`src/rtl/hp_control.sv`:
```
`default_nettype none
// ============================================================================
// Module      : hp_control
// Description : Player hit-point controller. Tracks HP, produces a timed
//               hit-flash after each survivable hit, flags player death and
//               drives an HP bar width (hp * BAR_STEP pixels).
// Ports       : pclk             - system clock, rising edge
//               rst              - synchronous active-high reset
//               damage_in        - one-cycle hit pulse
//               restart_in       - level-sampled new-game request
//               hp_out           - current hit points (0..15)
//               hp_bar_width_out - HP bar width in pixels (12 bit, truncated)
//               hit_flash_out    - high while the hit flash is active
//               player_dead_out  - high while the player is dead
// Revision    : 1.0 - initial release
// ============================================================================
module hp_control #(
  parameter int MAX_HP       = 5,
  parameter int FLASH_CYCLES = 6500000,
  parameter int BAR_STEP     = 40
) (
  input  logic        pclk,
  input  logic        rst,
  input  logic        damage_in,
  input  logic        restart_in,
  output logic [3:0]  hp_out,
  output logic [11:0] hp_bar_width_out,
  output logic        hit_flash_out,
  output logic        player_dead_out
);

  // FSM encoding
  localparam logic [1:0] c_st_alive = 2'd0;
  localparam logic [1:0] c_st_flash = 2'd1;
  localparam logic [1:0] c_st_dead  = 2'd2;

  localparam logic [3:0]  c_max_hp    = 4'(MAX_HP);
  localparam logic [11:0] c_bar_step  = 12'(BAR_STEP);
  localparam logic [11:0] c_bar_reset = 12'(MAX_HP * BAR_STEP);
  // Terminal count of the flash counter; a zero duration degenerates to one
  // cycle rather than letting the counter run away.
  localparam logic [27:0] c_flash_last =
    (FLASH_CYCLES > 0) ? 28'(FLASH_CYCLES - 1) : 28'd0;

  logic [1:0]  r_state;
  logic [3:0]  r_hp;
  logic [27:0] r_cnt;
  logic [11:0] r_bar;
  logic        r_flash;
  logic        r_dead;

  logic [1:0]  w_state_next;
  logic [3:0]  w_hp_next;
  logic [27:0] w_cnt_next;
  logic [11:0] w_bar_next;

  // Shared hit handling for ALIVE and FLASH: a hit with more than one HP left
  // (re)starts the flash, the last HP kills the player.
  always_comb begin
    w_state_next = r_state;
    w_hp_next    = r_hp;
    w_cnt_next   = r_cnt;

    if (restart_in) begin
      w_state_next = c_st_alive;
      w_hp_next    = c_max_hp;
      w_cnt_next   = 28'd0;
    end else begin
      case (r_state)
        c_st_alive: begin
          if (damage_in) begin
            w_cnt_next = 28'd0;
            if (r_hp > 4'd1) begin
              w_hp_next    = r_hp - 4'd1;
              w_state_next = c_st_flash;
            end else begin
              w_hp_next    = 4'd0;
              w_state_next = c_st_dead;
            end
          end
        end

        c_st_flash: begin
          if (damage_in) begin
            w_cnt_next = 28'd0;
            if (r_hp > 4'd1) begin
              w_hp_next    = r_hp - 4'd1;
              w_state_next = c_st_flash;
            end else begin
              w_hp_next    = 4'd0;
              w_state_next = c_st_dead;
            end
          end else if (r_cnt == c_flash_last) begin
            w_cnt_next   = 28'd0;
            w_state_next = c_st_alive;
          end else begin
            w_cnt_next = r_cnt + 28'd1;
          end
        end

        c_st_dead: begin
          // Damage is ignored; HP stays pinned at zero.
          w_hp_next  = 4'd0;
          w_cnt_next = 28'd0;
        end

        default: begin
          w_state_next = c_st_alive;
          w_hp_next    = c_max_hp;
          w_cnt_next   = 28'd0;
        end
      endcase
    end
  end

  // Bar follows the next-state HP so it changes on the same edge as hp_out.
  // The 12-bit product context gives the required truncation.
  assign w_bar_next = {8'd0, w_hp_next} * c_bar_step;

  always_ff @(posedge pclk) begin
    if (rst) begin
      r_state <= c_st_alive;
      r_hp    <= c_max_hp;
      r_cnt   <= 28'd0;
      r_bar   <= c_bar_reset;
      r_flash <= 1'b0;
      r_dead  <= 1'b0;
    end else begin
      r_state <= w_state_next;
      r_hp    <= w_hp_next;
      r_cnt   <= w_cnt_next;
      r_bar   <= w_bar_next;
      r_flash <= (w_state_next == c_st_flash);
      r_dead  <= (w_state_next == c_st_dead);
    end
  end

  assign hp_out           = r_hp;
  assign hp_bar_width_out = r_bar;
  assign hit_flash_out    = r_flash;
  assign player_dead_out  = r_dead;

endmodule
`default_nettype wire

```
`config.mk`:
```
export PLATFORM = sky130hd
export DESIGN_NAME = hp_control
export DESIGN_NICKNAME = d
export VERILOG_FILES = /design/src/rtl/hp_control.sv
export SDC_FILE = /design/constraint.sdc
export NUM_CORES = 1
export LEC_CHECK = 0
export ABC_AREA = 1
export BUFFER_PORTS_ARGS = -buffer_cell sky130_fd_sc_hd__buf_2
export CORE_UTILIZATION = 40
export DETAILED_ROUTE_END_ITERATION = 8
export PLACE_DENSITY = 0.57
export SLEW_MARGIN = 20
export SYNTH_ARGS = -nofsm -noshare
export SYNTH_HDL_FRONTEND = slang
export SYNTH_SLANG_ARGS = --single-unit
```
`constraint.sdc`:
```
create_clock -name pclk -period 5.65 [get_ports pclk]
set_input_delay 0.565 -clock pclk [delete_from_list [all_inputs] [get_ports pclk]]
set_output_delay 0.565 -clock pclk [all_outputs]
set_load 0.05 [all_outputs]
```
==> impl_metrics.tcl, run 1 <==
set metrics [dict create \
    outcome "finished, final reports clean" \
    die_height_um 83.3 \
    rsz0062_at_grt "false" \
    via_per_inst 4.75 \
    finalSetupTns_ps 0 \
    holdCritPathClass "register to register" \
    ffs_latches_synth 41 \
    crit_slowest_cell "sky130_fd_sc_hd__o21ai_0" \
    synth_enable_flop_cells 0 \
    number_of_primary_i_o_pins 22 \
    cts_root_buffer "sky130_fd_sc_hd__clkbuf_8" \
    area_of_the_mapped_netlist_mm2 0.00264 \
    worst_pin_slew_ps 632 \
    postCtsSetupBuffers 0 \
    seqPwrFrac 0.505 \
    postLayoutCellArea_mm2 0.00285 \
    mostFrequentLayoutCells "sky130_fd_sc_hd__nand2_1 (104), sky130_fd_sc_hd__nor2_1 (47), sky130_fd_sc_hd__inv_1 (45), sky130_fd_sc_hd__dfxtp_1 (41)" \
    post_place_cell_area_mm2 0.00273 \
    tritoncts.num_buffers 5 \
    avgSynthCellArea_um2 6.74 \
    clock_power_share 0.405 \
    setup.worst_path.end_class "register" \
    max_capacitance_violation_count 0 \
    cts_tree "yes" \
    post-route-min-period_ps 2930 \
    fin_skew_ps 8.63 \
    hold_buffers 0 \
    crit_required_ps 5840 \
    route.vias.total 2296 \
    gp_congestion 0.835 \
    cp_top_delay_family "adder cells" \
    dp.final_hpwl_um 4190 \
    critical_path_class "register to register" \
    numPortBuffers 16 \
    clk_path_buf_depth 2 \
    report.final.setup_viol 0 \
    cp_slowest_stage_delay_ps 480 \
    grt_start_max_net_pins 29 \
    area_growth_pct 7.62 \
    layout-drive-gt1-share 0.170 \
    irDropWorstVdd_v 0.0000944 \
    chipWidth_um 83.3 \
    antenna_cells_inserted 0 \
    grt_pass1_vias 2104 \
    grt.total_usage 0.175 \
    mostFrequentLayoutCell "sky130_fd_sc_hd__nand2_1" \
    finalMaxSlewViolations 0 \
    critical_path_arrival_ps 3130 \
    fin_crit_sh 0.519 \
    clkLatencyLatePin_ps 300 \
    dpl_worst_slack_ps 2710 \
    max_clock_freq_mhz 341 \
    fin_ws_ps 2720 \
    relative_slew_slack 0.576 \
    dominantRegCellSynth "sky130_fd_sc_hd__dfxtp_1" \
    critPathMaxFanout 5 \
    synth-async-reset-ratio 0 \
    yosysWarningCount 0 \
    totalPowerFinal_mw 0.581 \
    crit_top_cell "sky130_fd_sc_hd__ha_1" \
    initial_core_util 0.416 \
    fp.coreArea_mm2 0.00635 \
    h-tree-depth 2 \
    path_cells "inv_1, ha_1, o21ai_0, inv_1, nand2_1, nand2_1, o21ai_0, ha_1, ha_1, fa_1, or2_2" \
    worst_path_bufs_invs 2 \
    setup.worst_path.start_class "register" \
    synthesis.instances 392 \
    wire_per_inst_um 11.8 \
    nNetsFinal 417 \
    firstDrtPassIters 4 \
    power_leakage_nw 1.10 \
    sequential_share_of_the_synthesized_area 0.310 \
    p_per_area_mw_per_mm2 204 \
    synth_cell_types 37 \
    remaining_drc_errors 0 \
    combPwrFrac 0.090 \
    detail-route-antenna-nets 0 \
    die_area_mm2 0.00694 \
    clock_slew_seen_by_the_registers_of_the_worst_setup_and_hold_paths_ps 90 \
    grt.overflow.total 0 \
    rows 29 \
    internal_power_mw 0.432 \
    numClockSinks 41 \
    global_route_wire_length_before_repair_um 9840 \
    final_hold_viol_count 0 \
    cts_resized 0 \
    switchingPower_mw 0.149 \
    drt-initial-drc-count 102 \
    switching_share 0.256 \
    finalWirelength_um 5690 \
    grt_antenna_before_repair 0 \
    finalHoldWorstSlack_ps 494 \
]
==> state kept, by name, indices dropped and copies added, names as in the netlist <==
register          cells
r_cnt                28
hp_bar_width_out      5
hp_out                4
r_state               2
hit_flash_out         1
player_dead_out       1
==> path summary, 6_finish.rpt <==
| path | start | endpoint | slack [ps] | cells after the start |
|---|---|---|---|---|
| worst max-delay path | hp_out[0] | hp_bar_width_out[7] | 2720 | 11 |
| worst min-delay path | r_cnt[0] | r_cnt[0] | 490 | 2 |
| worst max register to register | hp_out[0] | hp_bar_width_out[7] | 2720 | 11 |
| worst min register to register | r_cnt[0] | r_cnt[0] | 490 | 2 |
==> cell type report <==
class	count	area, um^2
clock inverter	2	35.0
inverter	47	176
timing repair buffer	17	95.1
multi-input combinational	294	1550
fill	665	3500
sequential	41	821
tap	77	96.3
clock buffer	5	68.8
==> stage by stage <==
step,util,std cells
detailed placement,0.429,475
CTS,0.446,482
finish,0.448,483
global placement,0.429,475
floorplan,-,396
global route,0.448,483
==> power groups by stage <==
stage,sequential [mW],combinational [mW],clock (mW)
4_1_cts,0.293,0.0514,0.242
2_1_floorplan,0.309,0.0373,0
3_3_place_gp,0.300,0.0511,0
3_5_place_dp,0.300,0.0514,0
5_1_grt,0.294,0.0578,0.253
6_report,0.293,0.0523,0.235
==> worst min-delay path, stage by stage (launching register included) <==
cell,delay [ps]
sky130_fd_sc_hd__dfxtp_1,330
sky130_fd_sc_hd__inv_1,60
sky130_fd_sc_hd__a21oi_1,60
==> metal layers <==
metal	global-route usage	share of wire	vias up
li1	-	-	1257
met1	0.242	0.52	1011
met2	0.276	0.44	21
met3	0.0328	0.021	7
met4	0.0549	0.013	0
met5	0	0	-
==> cell usage after synthesis, types with 2 or more instances <==
| cell type | count | share of area |
|---|---|---|
| sky130_fd_sc_hd__nand3_2 | 2 | 0.0076 |
| sky130_fd_sc_hd__xor2_1 | 6 | 0.020 |
| sky130_fd_sc_hd__nor2_4 | 4 | 0.017 |
| sky130_fd_sc_hd__buf_4 | 8 | 0.023 |
| sky130_fd_sc_hd__ha_1 | 6 | 0.028 |
| sky130_fd_sc_hd__or2_2 | 5 | 0.012 |
| sky130_fd_sc_hd__a21oi_1 | 20 | 0.038 |
| sky130_fd_sc_hd__nand3_4 | 2 | 0.013 |
| sky130_fd_sc_hd__buf_2 | 4 | 0.0076 |
| sky130_fd_sc_hd__nor2_2 | 6 | 0.014 |
| sky130_fd_sc_hd__nor2_1 | 47 | 0.067 |
| sky130_fd_sc_hd__nand3_1 | 20 | 0.038 |
| sky130_fd_sc_hd__nand2_2 | 12 | 0.028 |
| sky130_fd_sc_hd__a21oi_2 | 10 | 0.033 |
| sky130_fd_sc_hd__xnor2_1 | 4 | 0.013 |
| sky130_fd_sc_hd__nor3_1 | 6 | 0.011 |
| sky130_fd_sc_hd__nand2_1 | 104 | 0.15 |
| sky130_fd_sc_hd__nand4_1 | 5 | 0.012 |
| sky130_fd_sc_hd__dfxtp_1 | 41 | 0.31 |
| sky130_fd_sc_hd__o21ai_0 | 19 | 0.036 |
| sky130_fd_sc_hd__inv_1 | 45 | 0.064 |
==> cells by family after synthesis <==
logic type / after synthesis / synth area share
AND/OR/NAND/NOR: 219 / 0.393
buffers and inverters: 61 / 0.108
AO/OA/AOI/OAI: 53 / 0.118
flip-flops: 41 / 0.310
XOR/XNOR: 10 / 0.0331
adder cells (fa/ha/maj): 7 / 0.0360
other: 1 / 0.00142
Note: power is estimated with default switching activity, not from simulation.
==> run 2: changes to the inputs <==
--- a/config.mk
+++ b/config.mk
@@ -5,11 +5,11 @@
 export SDC_FILE = /design/constraint.sdc
 export NUM_CORES = 1
 export LEC_CHECK = 0
-export ABC_AREA = 1
+export ABC_AREA = 0
 export BUFFER_PORTS_ARGS = -buffer_cell sky130_fd_sc_hd__buf_2
 export CORE_UTILIZATION = 40
 export DETAILED_ROUTE_END_ITERATION = 8
-export PLACE_DENSITY = 0.57
+export PLACE_DENSITY = 0.58
 export SLEW_MARGIN = 20
 export SYNTH_ARGS = -nofsm -noshare
 export SYNTH_HDL_FRONTEND = slang
==> constraint.sdc (replaced) <==
create_clock -name pclk -period 3 [get_ports pclk]
set_input_delay 0.3 -clock pclk [delete_from_list [all_inputs] [get_ports pclk]]
set_output_delay 0.3 -clock pclk [all_outputs]
set_load 0.05 [all_outputs]
==> run 2 against run 1 <==
Core utilization is 1.9 points higher. Via count fell by 17%. Die area decreased by 16%. Clock skew shrank 3.6 ps. Clock power increased by 98%. Final cell count shrank 26%. Critical path depth unchanged. Maximum frequency increased by 13%. Routed wire length decreased by 15%. Combinational power grew 58%. Synthesized area down 17%. Synthesized cell count decreased by 30%. Critical path type unchanged. Critical endpoint unchanged.
==> impl_metrics.tcl, run 2 <==
set metrics [dict create \
    outcome "finished, final reports clean" \
    post_synth_xor_area_fraction 0.0358 \
    cts_root_buffer "sky130_fd_sc_hd__clkbuf_8" \
    grt.total_usage 0.182 \
    final_hold_viol_count 0 \
    post_synth_and_or_nand_nor_area_fraction 0.311 \
    critical_path_class "register to register" \
    die_area_mm2 0.00580 \
    post-route-min-period_ps 2600 \
    critical_path_arrival_ps 2800 \
    chipWidth_um 76.2 \
    post-synth-top-area-cell "sky130_fd_sc_hd__dfxtp_1" \
    detail-route-antenna-nets 0 \
    post_place_cell_area_mm2 0.00231 \
    max_clock_freq_mhz 384 \
    grt_use_met3 0.0359 \
    avgSynthCellArea_um2 8.06 \
    antenna_cells_inserted 0 \
    mostFrequentLayoutCell "sky130_fd_sc_hd__dfxtp_1" \
    drt-initial-drc-count 123 \
    remaining_drc_errors 0 \
    report.final.setup_viol 0 \
    h-tree-depth 2 \
    sequential_cell_area_um2 821 \
    grt_pass1_vias 1756 \
    grt.overflow.total 0 \
    finalSetupTns_ps 0 \
    numClockSinks 41 \
    sequential_share_of_the_synthesized_area 0.373 \
    ffs_latches_synth 41 \
    mux_cell_area_share_after_synthesis 0.00910 \
    max_capacitance_violation_count 0 \
    hold_buffers 0 \
    tritoncts.num_buffers 5 \
    post_synth_most_frequent_cells "sky130_fd_sc_hd__dfxtp_1 (41), sky130_fd_sc_hd__nand2_1 (29), sky130_fd_sc_hd__nor2_1 (22), sky130_fd_sc_hd__a21oi_1 (14), sky130_fd_sc_hd__o21ai_0 (14)" \
    worst_pin_slew_ps 834 \
    global_route.usage.met2 0.266 \
    area_of_the_mapped_netlist_mm2 0.00220 \
    setup.worst_path.end_class "register" \
    synth_cell_types 50 \
    cts_tree "yes" \
    cts_resized 0 \
    postCtsSetupBuffers 0 \
    p_per_area_mw_per_mm2 454 \
    numPortBuffers 16 \
    dp.final_hpwl_um 3480 \
    finalWirelength_um 4830 \
    route.vias.total 1917 \
    area_growth_pct 10.5 \
    via_per_inst 5.37 \
    fin_crit_sh 0.868 \
    r2r_setup_slack_ps 400 \
    fill_cells 537 \
    number_of_primary_i_o_pins 22 \
    gp_congestion 0.814 \
    grt_antenna_before_repair 0 \
    grt_util_met1 0.263 \
    clkLatencyLatePin_ps 300 \
    wire_per_inst_um 13.5 \
    nNetsFinal 297 \
    power_leakage_nw 0.834 \
    finalMaxSlewViolations 0 \
    synth_top_family_by_area "simple AND/OR/NAND/NOR gates" \
    mostFrequentLayoutCells "sky130_fd_sc_hd__dfxtp_1 (41), sky130_fd_sc_hd__nand2_1 (29), sky130_fd_sc_hd__nor2_1 (22), sky130_fd_sc_hd__buf_2 (16)" \
    postLayoutCellArea_mm2 0.00243 \
    irDropWorstVdd_v 0.000190 \
    die_height_um 76.2 \
    synthesis.instances 273 \
    clk_path_buf_depth 2 \
    initial_core_util 0.423 \
    layout-drive-gt1-share 0.125 \
    synth_compound_gate_area_share 0.163 \
    clock_slew_seen_by_the_registers_of_the_worst_setup_and_hold_paths_ps 80 \
    synth-adder-area-share 0.0432 \
    postLayoutCoreUtil 0.467 \
    rows 26 \
    post-synth-top-count-cell "sky130_fd_sc_hd__dfxtp_1" \
    critPathMaxFanout 5 \
    setup.worst_path.start_class "register" \
    grt.busiest_layer "met2" \
    yosysWarningCount 0 \
    synth_largest_type_area_fraction 0.373 \
    largest-register "r_cnt" \
    dominantRegCellSynth "sky130_fd_sc_hd__dfxtp_1" \
    global_route_wire_length_before_repair_um 8450 \
    ys_top_cells_by_area "sky130_fd_sc_hd__dfxtp_1 (37%), sky130_fd_sc_hd__nand2_1 (4.9%), sky130_fd_sc_hd__nor2_1 (3.8%)" \
    flip_flop_count_of_the_largest_register_all_copies_and_words_added 28 \
    synth_enable_flop_cells 0 \
    firstDrtPassIters 4 \
    fin_skew_ps 5.02 \
    multi_input_area_mm2 0.00125 \
    rsz0062_at_grt "false" \
    fp.coreArea_mm2 0.00520 \
    synth-async-reset-ratio 0 \
    grt_start_max_net_pins 15 \
    relative_slew_slack 0.444 \
    crit_required_ps 3190 \
    holdCritPathClass "primary input to register" \
]
run 2: per-stage QoR:
| stage | hold slack, ps | worst slack (ps) | cells | total power, mW |
|---|---|---|---|---|
| floorplan | 412 | 252 | 277 | 0.640 |
| global placement | 467 | 495 | 349 | 0.650 |
| detailed placement | 477 | 419 | 349 | 0.650 |
| CTS | 287 | 402 | 357 | 1.11 |
| global route | 308 | 174 | 357 | 1.15 |
| finish | 294 | 395 | 357 | 1.10 |
run 2: kinds of logic (layout without fill, tap and decap cells):
| kind of cell | Yosys count | after routing |
|---|---|---|
| compound gates | 57 | 57 |
| xor+xnor | 9 | 9 |
| fa+ha+maj | 7 | 7 |
| buf+inv | 30 | 40 |
| flops | 41 | 41 |
| mux | 2 | 2 |
| other cells | 1 | 5 |
| simple gates | 126 | 126 |
run 2: final timing paths:
| check | start | end | depth (start not counted) |
|---|---|---|---|
| worst max-delay path | hp_out[0] | hp_bar_width_out[7] | 11 |
| worst min-delay path | rst | hp_bar_width_out[5] | 2 |
| worst max register to register | hp_out[0] | hp_bar_width_out[7] | 11 |
| worst min register to register | r_cnt[18] | r_cnt[18] | 2 |
run 2: critical path: stages (launching register included):
cell,delay [ps]
sky130_fd_sc_hd__dfxtp_1,350
sky130_fd_sc_hd__inv_1,100
sky130_fd_sc_hd__ha_1,180
sky130_fd_sc_hd__nor2_1,70
sky130_fd_sc_hd__o31ai_1,300
sky130_fd_sc_hd__mux2i_1,130
sky130_fd_sc_hd__o21ai_0,220
sky130_fd_sc_hd__nand2b_1,80
sky130_fd_sc_hd__ha_1,180
sky130_fd_sc_hd__ha_1,200
sky130_fd_sc_hd__fa_1,420
sky130_fd_sc_hd__or2_2,270
run 2: metal layers:
metal  up-vias  part of all wire
li1        995                 -
met1       874              0.52
met2        43              0.42
met3         5             0.043
met4         0            0.0099
met5         -                 0
run 2: final cells by class:
type	count	area share
multi-input combinational	206	0.516
clock inverter	1	0.0124
clock buffer	7	0.0355
timing repair buffer	19	0.0422
sequential	41	0.338
tap	70	0.0360
inverter	13	0.0201
run 2: report_power, final:
| part | internal (mW) | total, mW | leakage, nW | switching [mW] |
|---|---|---|---|---|
| Clock | 0.271 | 0.466 | 0.0585 | 0.195 |
| Combinational | 0.0208 | 0.0827 | 0.444 | 0.0618 |
| Sequential | 0.550 | 0.555 | 0.331 | 0.00504 |
| Total | 0.842 | 1.10 | 0.834 | 0.262 |
==> run 3: changes to the inputs <==
--- a/config.mk
+++ b/config.mk
@@ -10,6 +10,7 @@
 export CORE_UTILIZATION = 40
 export DETAILED_ROUTE_END_ITERATION = 8
 export PLACE_DENSITY = 0.58
+export RECOVER_POWER = 100
 export SLEW_MARGIN = 20
 export SYNTH_ARGS = -nofsm -noshare
 export SYNTH_HDL_FRONTEND = slang
==> run 3 against run 2 <==
Core utilization is 0.55 points lower. Routed wire length hardly changed. Total power is 0.30% lower. Register-to-register slack hardly changed. Critical path depth stayed put. Clock-buffer cell count stayed put. Via count is 0.10% lower. Flip-flop and latch count stayed put. Sequential share of layout area is 0.40 points higher. Worst setup slack worse by 9.3 ps. Sequential power hardly changed. Hold slack worse by 2.5 ps. Critical path type unchanged. Largest power group unchanged.
==> impl_metrics.tcl, run 3 (synthesis gave the netlist of run 2 again) <==
set metrics [dict create \
    path_cells "inv_1, ha_1, nor2_1, o31ai_1, mux2i_1, o21ai_0, nand2b_1, ha_1, ha_1, fa_1, or2_2" \
    area_growth_pct 9.15 \
    drt-initial-drc-count 132 \
    mostFrequentLayoutCell "sky130_fd_sc_hd__dfxtp_1" \
    initial_core_util 0.423 \
    fin_skew_ps 7.49 \
    critical_path_arrival_ps 2800 \
    finalMaxSlewViolations 0 \
    cts_resized 0 \
    cts_tree "yes" \
    cp_num_cells 11 \
    clock_slew_seen_by_the_registers_of_the_worst_setup_and_hold_paths_ps 80 \
    cts_root_buffer "sky130_fd_sc_hd__clkbuf_8" \
    finalSetupTns_ps 0 \
    totalPowerFinal_mw 1.10 \
    clkLatencyLatePin_ps 300 \
    route.vias.total 1915 \
    holdCritPathClass "primary input to register" \
    cp_top_delay_family "adder cells" \
    via_per_inst 5.36 \
    grt.total_usage 0.182 \
    gp_congestion 0.814 \
    die_height_um 76.2 \
    setup.worst_path.start_class "register" \
    max_clock_freq_mhz 383 \
    power_leakage_nw 0.784 \
    relative_slew_slack 0.438 \
    numPortBuffers 16 \
    layout-drive-gt1-share 0.0697 \
    grt.overflow.total 0 \
    irDropWorstVdd_v 0.000190 \
    antenna_cells_inserted 0 \
    outcome "finished, final reports clean" \
    wire_per_inst_um 13.5 \
    largest-register "r_cnt" \
    grt_start_max_net_pins 15 \
    final_hold_viol_count 0 \
    grt_antenna_before_repair 0 \
    fin_crit_sh 0.871 \
    critPathLaunch "hp_out[0]" \
    hold_buffers 0 \
    crit_top_cell "sky130_fd_sc_hd__ha_1" \
    cp_slowest_stage_delay_ps 420 \
    critPathMaxFanout 5 \
    r2r_setup_slack_ps 390 \
    reg2regPathDepth 11 \
    rsz0062_at_grt "false" \
    global_route_wire_length_before_repair_um 8450 \
    tritoncts.num_buffers 5 \
    die_area_mm2 0.00580 \
    flip_flop_count_of_the_largest_register_all_copies_and_words_added 28 \
    detail-route-antenna-nets 0 \
    worst_pin_slew_ps 843 \
    crit_path_end "hp_bar_width_out[7]" \
    dp.final_hpwl_um 3480 \
    numClockSinks 41 \
    worst_path_bufs_invs 1 \
    firstDrtPassIters 4 \
    postCtsSetupBuffers 0 \
    number_of_primary_i_o_pins 22 \
    critical_path_class "register to register" \
    finalWirelength_um 4830 \
    chipWidth_um 76.2 \
    p_per_area_mw_per_mm2 458 \
    clk_path_buf_depth 2 \
    nNetsFinal 297 \
    post-route-min-period_ps 2610 \
    rows 26 \
    mostFrequentLayoutCells "sky130_fd_sc_hd__dfxtp_1 (41), sky130_fd_sc_hd__nand2_1 (29), sky130_fd_sc_hd__nor2_1 (22), sky130_fd_sc_hd__clkbuf_1 (16)" \
    crit_slowest_cell "sky130_fd_sc_hd__fa_1" \
    crit-reg2reg-launch "hp_out[0]" \
    setup.worst_path.end_class "register" \
    crit_required_ps 3190 \
    grt_pass1_vias 1756 \
    remaining_drc_errors 0 \
    critical_path.reg2reg.endpoint "hp_bar_width_out[7]" \
    fp.coreArea_mm2 0.00520 \
    report.final.setup_viol 0 \
    h-tree-depth 2 \
    max_capacitance_violation_count 0 \
]
## run 3: cell types whose count changed in the layout (fill, tap and decap cells not counted), sizes merged
cell	change
buf	-15
clkbuf	+15
## run 3: layout make-up
type	count	area (um^2)
Inverter	13	48.8
Clock inverter	1	30.0
Multi-Input combinational cell	206	1250
Fill cell	543	2800
Timing Repair Buffer	19	78.8
Clock buffer	7	86.3
Sequential cell	41	821
Tap cell	70	87.6
## run 3: power by group
| part | total, mW | internal, mW | switching, mW |
|---|---|---|---|
| Combinational | 0.0812 | 0.0193 | 0.0619 |
| Clock | 0.464 | 0.271 | 0.193 |
| Sequential | 0.555 | 0.550 | 0.00519 |
## run 3: how the worst min path moves through the flow
stage,startpoint,endpoint,slack [ps],cells past startpoint
4_1_cts,rst,hp_bar_width_out[5],290,2
3_5_place_dp,r_cnt[18],r_cnt[18],480,2
6_report,rst,hp_bar_width_out[5],290,2
5_1_grt,restart_in,hp_out[0],310,2
3_3_place_gp,r_cnt[18],r_cnt[18],470,2
2_1_floorplan,restart_in,hp_out[0],410,1
## run 3: stage by stage
step                area (um^2)  cells  hold WS (ps)  utilization  setup WS (ps)
floorplan                  2220    277           412            -            252
global placement           2310    349           467        0.445            495
detailed placement         2310    349           477        0.445            419
CTS                        2430    357           287        0.467            402
global route               2400    357           308        0.462            172
finish                     2400    357           291        0.462            386
## run 3: layer usage
layer / routed length (um) / vias up / track usage
met5: 0 / - / 0
met1: 2530 / 878 / 0.263
met4: 51 / 0 / 0.0635
met2: 2050 / 37 / 0.266
li1: - / 994 / -
met3: 200 / 6 / 0.0359
## run 3: worst register-to-register path, delay by kind of cell, from the launching register on
kind	cells	cell delay, ps
adder cells (fa/ha/maj)	4	990
AO/OA/AOI/OAI	2	520
AND/OR/NAND/NOR	3	420
flip-flops	1	350
multiplexers	1	130
buffers and inverters	1	100
